**src/rtl/sram_ctrl_pkg.sv**
```systemverilog
// sram_ctrl_pkg: shared state type, command record and default geometry for the SRAM request controller
package sram_ctrl_pkg;

   localparam int CTRL_WIDTH = 8;
   localparam int CTRL_DEPTH = 32;
   localparam int CTRL_AW    = $clog2(CTRL_DEPTH);

   typedef enum logic {INIT, RUN} ctrl_state_t;

   typedef struct packed {
      logic                  wr;
      logic [CTRL_AW-1:0]    addr;
      logic [CTRL_WIDTH-1:0] wdata;
   } cmd_t;

endpackage

```
**src/rtl/sram_req_ctrl_if.sv**
```systemverilog
// sram_req_ctrl_if: host request/response channel of the SRAM request controller
interface sram_req_ctrl_if
   import sram_ctrl_pkg::*;
#(
   parameter int WIDTH = CTRL_WIDTH,
   parameter int DEPTH = CTRL_DEPTH
);

   localparam int AW = $clog2(DEPTH);

   logic             req_valid;
   logic             req_ready;
   logic             req_wr;
   logic [AW-1:0]    req_addr;
   logic [WIDTH-1:0] req_wdata;
   logic             rsp_valid;
   logic             rsp_ready;
   logic [WIDTH-1:0] rsp_rdata;

   modport master (
      output req_valid, req_wr, req_addr, req_wdata, rsp_ready,
      input  req_ready, rsp_valid, rsp_rdata
   );

   modport slave (
      input  req_valid, req_wr, req_addr, req_wdata, rsp_ready,
      output req_ready, rsp_valid, rsp_rdata
   );

endinterface

```
**src/rtl/sram_req_ctrl.sv**
```systemverilog
// sram_req_ctrl: clears the SRAM after reset, then runs host reads/writes through a registered command stage and a one-entry response slot
module sram_req_ctrl
   import sram_ctrl_pkg::*;
#(
   parameter int WIDTH = CTRL_WIDTH,
   parameter int DEPTH = CTRL_DEPTH
)(
   input  logic             clk,
   input  logic             rst_n,
   sram_req_ctrl_if.slave   host,
   output logic             init_done,
   output logic             mem_en,
   output logic             mem_wr,
   output logic [DEPTH-1:0] mem_addr,
   output logic [WIDTH-1:0] mem_wdata,
   input  logic [WIDTH-1:0] mem_rdata
);

   localparam int AW = $clog2(DEPTH);

   ctrl_state_t      state_q, state_d;
   cmd_t             s1_q, s1_d;
   logic             s1_vld_q, s1_vld_d;
   logic             rsp_vld_q, rsp_vld_d;
   logic [WIDTH-1:0] rsp_q, rsp_d;
   logic             done_q, done_d;
   logic [AW-1:0]    cnt_q, cnt_d;
   logic             stall, accept, capture, s1_read;

   // A read in s1 cannot land while the response slot is full and not being drained
   assign s1_read        = s1_vld_q && !s1_q.wr;
   assign stall          = s1_read && rsp_vld_q && !host.rsp_ready;
   assign capture        = s1_read && !(rsp_vld_q && !host.rsp_ready);
   assign host.req_ready = (state_q == RUN) && !stall;
   assign accept         = host.req_valid && host.req_ready;

   assign host.rsp_valid = rsp_vld_q;
   assign host.rsp_rdata = rsp_q;
   assign init_done      = done_q;
   assign mem_en         = s1_vld_q;
   assign mem_wr         = s1_q.wr;
   assign mem_addr       = {{(DEPTH-AW){1'b0}}, s1_q.addr};
   assign mem_wdata      = s1_q.wdata;

   // State register: every output-driving flop clears asynchronously so a reset drops any pending response
   always_ff @(posedge clk or negedge rst_n) begin
      if (!rst_n) begin
         state_q   <= INIT;
         cnt_q     <= '0;
         s1_q      <= '0;
         s1_vld_q  <= 1'b0;
         rsp_vld_q <= 1'b0;
         rsp_q     <= '0;
         done_q    <= 1'b0;
      end else begin
         state_q   <= state_d;
         cnt_q     <= cnt_d;
         s1_q      <= s1_d;
         s1_vld_q  <= s1_vld_d;
         rsp_vld_q <= rsp_vld_d;
         rsp_q     <= rsp_d;
         done_q    <= done_d;
      end
   end

   // Next state: INIT streams zero writes over the array; RUN loads, holds or idles s1 and manages the response slot
   always_comb begin
      state_d  = state_q;
      cnt_d    = cnt_q;
      s1_d     = s1_q;
      s1_vld_d = s1_vld_q;
      done_d   = done_q;
      if (state_q == INIT) begin
         s1_vld_d = 1'b1;
         s1_d     = '{wr: 1'b1, addr: cnt_q, wdata: '0};
         cnt_d    = cnt_q + 1'b1;
         state_d  = (cnt_q == AW'(DEPTH - 1)) ? RUN : INIT;
      end else begin
         done_d = 1'b1;
         if (accept) begin
            s1_vld_d = 1'b1;
            s1_d     = '{wr: host.req_wr, addr: host.req_addr, wdata: host.req_wdata};
         end else if (!stall) begin
            s1_vld_d = 1'b0;
            s1_d.wr  = 1'b0;
         end
      end
      rsp_vld_d = capture || (rsp_vld_q && !host.rsp_ready);
      rsp_d     = capture ? mem_rdata : rsp_q;
   end

endmodule

```
**src/flat_wrapper.sv**
```systemverilog
// flat-port wrapper written by rule: the top's interface ports become plain ports
module sram_req_ctrl_flat import sram_ctrl_pkg::*;
#(
   parameter int WIDTH = CTRL_WIDTH,
   parameter int DEPTH = CTRL_DEPTH
)
  (clk, rst_n, init_done, mem_en, mem_wr, mem_addr, mem_wdata, mem_rdata, host_req_valid, host_req_wr, host_req_addr, host_req_wdata, host_rsp_ready, host_req_ready, host_rsp_valid, host_rsp_rdata);
  sram_req_ctrl_if #(.WIDTH(WIDTH), .DEPTH(DEPTH)) host_i ();
  input  logic clk;
  input  logic rst_n;
  output logic init_done;
  output logic mem_en;
  output logic mem_wr;
  output logic [DEPTH-1:0] mem_addr;
  output logic [WIDTH-1:0] mem_wdata;
  input  logic [WIDTH-1:0] mem_rdata;
  input wire logic [$bits(host_i.req_valid)-1:0] host_req_valid;
  input wire logic [$bits(host_i.req_wr)-1:0] host_req_wr;
  input wire logic [$bits(host_i.req_addr)-1:0] host_req_addr;
  input wire logic [$bits(host_i.req_wdata)-1:0] host_req_wdata;
  input wire logic [$bits(host_i.rsp_ready)-1:0] host_rsp_ready;
  output wire logic [$bits(host_i.req_ready)-1:0] host_req_ready;
  output wire logic [$bits(host_i.rsp_valid)-1:0] host_rsp_valid;
  output wire logic [$bits(host_i.rsp_rdata)-1:0] host_rsp_rdata;
  assign host_i.req_valid = host_req_valid;
  assign host_i.req_wr = host_req_wr;
  assign host_i.req_addr = host_req_addr;
  assign host_i.req_wdata = host_req_wdata;
  assign host_i.rsp_ready = host_rsp_ready;
  assign host_req_ready = host_i.req_ready;
  assign host_rsp_valid = host_i.rsp_valid;
  assign host_rsp_rdata = host_i.rsp_rdata;
  sram_req_ctrl #(.WIDTH(WIDTH), .DEPTH(DEPTH)) u_core (.clk(clk), .rst_n(rst_n), .host(host_i), .init_done(init_done), .mem_en(mem_en), .mem_wr(mem_wr), .mem_addr(mem_addr), .mem_wdata(mem_wdata), .mem_rdata(mem_rdata));
endmodule
```
**config.mk**
```make
export PLATFORM = sky130hd
export DESIGN_NAME = sram_req_ctrl_flat
export DESIGN_NICKNAME = d
export VERILOG_FILES = /design/src/rtl/sram_ctrl_pkg.sv /design/src/rtl/sram_req_ctrl_if.sv /design/src/rtl/sram_req_ctrl.sv /design/src/flat_wrapper.sv
export SDC_FILE = /design/constraint.sdc
export NUM_CORES = 1
export LEC_CHECK = 0
export ABC_AREA = 1
export BUFFER_PORTS_ARGS = -buffer_cell sky130_fd_sc_hd__buf_2
export CORE_AREA = 5 5 71 73
export CTS_CLUSTER_SIZE = 24
export DETAILED_ROUTE_END_ITERATION = 10
export DIE_AREA = 0 0 76 78
export GPL_TIMING_DRIVEN = 0
export MAX_ROUTING_LAYER = met4
export PLACE_DENSITY_LB_ADDON = 0.15
export SLEW_MARGIN = 20
export SYNTH_ARGS = -nofsm -noshare
export SYNTH_HDL_FRONTEND = slang
export SYNTH_SLANG_ARGS = --single-unit
```
**constraint.sdc**
```tcl
create_clock -name clk -period 2.9 [get_ports clk]
set_input_delay 0.145 -clock clk [delete_from_list [all_inputs] [get_ports clk]]
set_output_delay 0.145 -clock clk [all_outputs]
set_load 0.02 [all_outputs]
```
==> qor.csv <==
stage,metric,value,unit
die,pin_count,79,
clocking,cts_tree,yes,
cells_and_area,nNetsFinal,294,
pwr,p_total,1.122,mW
drt,dr_total_vias,1285,
drt,drt-total-wl,3463,um
sta,fin_skew,4.776,ps
worst_setup_path,crit_family,flip-flops,
synth,synthXorXnorAreaFrac,0.01647,
synth,ys_seq_area_frac,0.4863,
synth,synthCells,181,
drt,ant_nets,0,
global_route,grt_max_degree,32,
synth,synth_seq_cells,31,
run_status,status,completed,
sta,setup_tns,0,ps
die,die_width,76,um
global_route,grt_pass1_wl,5789,um
pwr,p_leak,1.280,nW
worst_setup_path,critPathSlowestCell,dfrtp_1,
worst_setup_path,cp_max_fo,10,
synth,synth-simple-area-share,0.2761,
drt,via_per_inst,4.028,
synth,synthMuxAreaShare,0,
clocking,cts_made_buffers,5,
worst_setup_path,critPathLaunchType,flip-flop,
global_route,overflow,0,
die,rows,24,
synth,synth_top_family_by_area,simple AND/OR/NAND/NOR gates,
drt,dr.pass1.iters,4,
synth,synth_compound_area_frac,0.01647,
pwr,ir_drop,0.2307,mV
global_route,grt_usage,0.1245,
worst_setup_path,path_cells,"nor2_4, nand2_4, nand2_1, inv_1, buf_2",
worst_setup_path,critPathKind,reg2out,
die,start_util,0.3715,
synth,async_flop_share,1.000,
worst_setup_path,reg2regPathDepth,5,
cells_and_area,synthToLayoutAreaGrowth,32.08,%
cells_and_area,drive_gt1_frac,0.3820,
synth,synthAdderAreaFrac,0.01569,
synth,synth_largest_area_cell,dfrtp_1,
synth,ys_warn_count,0,
worst_setup_path,r2r-start,u_core.cnt_q[0],
die,core_area,4294,um^2
synth,synthTopCellsByCount,"67 x nand2_1, 31 x dfrtp_1, 29 x buf_4, 19 x nand3_1, 9 x inv_1",
synth,synth_cell_types,22,
pwr,power_density,532.5,nW/um^2
sta,rsz0062_at_grt,no,
sta,slew_viol_final,0,
pwr,switching_share,0.3308,
worst_setup_path,arrival,1320,ps
global_route,grt_pass1_vias,1294,
worst_setup_path,rrSetupSlack,1610,ps
hold_path,min_from,host_req_wdata[5],
drt,post-route-drc-count,0,
pwr,p_switching,0.3712,mW
synth,synth_edf_count,0,
placed_design,gp_congestion,0.7608,
hold_path,holdPathStages,3,
clocking,cts_htree_levels,2,
clocking,cts.sinks,31,
sta,slew_headroom,0.5375,
sta,fmax,683.1,MHz
drt,drt_iter0_drc,56,
global_route,antenna_found_initial,0,
synth,synth_ff_type,dfrtp_1,
cells_and_area,insertedDiodeCount,0,
synth,yosysMostFrequentCell,nand2_1,
placed_design,detailedPlacementHpwl,2583,um
synth,yosys-top-cells-area,"dfrtp_1 49%, nand2_1 16%, buf_4 14%",
pwr,clockPowerShare,0.289,
worst_setup_path,cp_slowest_stage_delay,420,ps
clocking,post_cts_buffers,0,
pwr,p_comb_frac,0.261,
worst_setup_path,cp-end-kind,output pin,
hold_path,min_to,u_core.mem_wdata[5],
worst_setup_path,reg2reg_to,u_core.state_q,
die,die_y,78,um
clocking,clk_pin_slew,70,ps
worst_setup_path,path_buf_inv,2,
sta,worstMarginPinSlew,693.7,ps
drt,drt-wirelength-per-cell,10.86,um
hold_path,min_path_type,in2reg,
synth,synth_area_per_cell,8.814,um^2
sta,final_hold_viol_count,0,
clocking,cts_buffer_depth,2,
clocking,clk_latency,280,ps
pwr,p_seq_frac,0.450,
clocking,clockRootBuffer,clkbuf_8,
cells_and_area,finalNonFillerCells,319,
sta,period_minus_slack,1464,ps
synth,netlist_area,1595,um^2
sta,setup_viol,0,
job,maxCapViolCount,0,
worst_setup_path,required,2760,ps
sta,post-route-period-util,0.5048,
die,die_area,5928,um^2
placed_design,port_buffers,51,
pwr,p_int,0.7508,mW
synth,synth_top_area_share,0.4863,
placed_design,dp_cells,310,
-- logic make-up after synthesis --
kind of cell,after synthesis
AO/OA/AOI/OAI,4
other,1
AND/OR/NAND/NOR,97
flip-flops,31
buffers and inverters,43
XOR/XNOR,3
adder cells (fa/ha/maj),2
-- stage by stage --
stage            util  setup WS (ps)  hold WS, ps  cell area [um^2]
6_report       0.4907           1436        56.86              2107
5_1_grt        0.4907           1368        58.18              2107
4_1_cts        0.4907           1404        48.08              2107
3_5_place_dp   0.4688           1611        239.6              2013
3_3_place_gp   0.4688           1635        240.7              2013
2_1_floorplan       -           1678       -150.6              1693
-- repair_timing --
action,in CTS,in global routing
resized for setup,0,0
setup endpoints to repair,0,0
hold endpoints to repair,31,0
hold buffers,1,0
-- power by group through the flow --
| stage | combinational (mW) | sequential [mW] | clock [mW] |
|---|---|---|---|
| after floorplan | 0.135 | 0.576 | 0 |
| after global placement | 0.291 | 0.513 | 0 |
| after detailed placement | 0.294 | 0.512 | 0 |
| after CTS | 0.296 | 0.505 | 0.343 |
| after global routing | 0.324 | 0.511 | 0.358 |
| final | 0.293 | 0.505 | 0.324 |
-- worst max-delay path by stage --
stage | slack, ps | start | endpoint | cells past startpoint
2_1_floorplan | 1680 | u_core.cnt_q[0] | u_core.state_q | 5
3_3_place_gp | 1640 | u_core.cnt_q[0] | u_core.state_q | 5
3_5_place_dp | 1610 | u_core.cnt_q[0] | u_core.state_q | 5
4_1_cts | 1400 | u_core.mem_wr | host_req_ready | 5
5_1_grt | 1370 | u_core.mem_wr | host_req_ready | 5
6_report | 1440 | u_core.mem_wr | host_req_ready | 5
-- sequential cells by signal (all words and copies together) (netlist names) --
register and cells:
u_core.mem_wr 1, u_core.host.rsp_valid 1, u_core.host.rsp_rdata 8, u_core.mem_addr 5
u_core.mem_wdata 8, u_core.init_done 1, u_core.mem_en 1, u_core.state_q 1
u_core.cnt_q 5
-- metal layers --
layer / track usage / vias up / wire length, um
met3: 0.04051 / 7 / 266
met1: 0.1470 / 553 / 1567
met5: - / - / 0
met2: 0.1918 / 51 / 1558
li1: - / 674 / -
met4: 0.05872 / 0 / 71
-- worst register-to-register path: cells and delay by family, from the launching register on --
kind          cells  cell delay [ps]
fa+ha+maj         2              390
flops             1              410
simple gates      3              380
-- cells in the final DEF (no fill, tap or decap), types with 2 or more instances in the layout --
master,n
dfrtp_1,31
inv_2,2
clkbuf_8,6
xor2_1,2
o21ai_0,3
ha_1,2
nand3_2,2
buf_4,29
nand3_1,19
buf_2,52
nor2_1,3
inv_1,9
nand2_1,67
conb_1,27
clkinv_2,3
or2_2,2
-- layout make-up --
| cell class | count | area (um^2) |
|---|---|---|
| timing repair buffer | 52 | 265.3 |
| clock inverter | 3 | 15.01 |
| inverter | 11 | 41.29 |
| clock buffer | 5 | 68.82 |
| buffer | 32 | 256.5 |
| fill | 432 | 2187 |
| tap | 52 | 65.06 |
| sequential | 31 | 775.7 |
| multi-input combinational | 133 | 619.3 |
No activity file was read; power rests on OpenSTA's default activity.
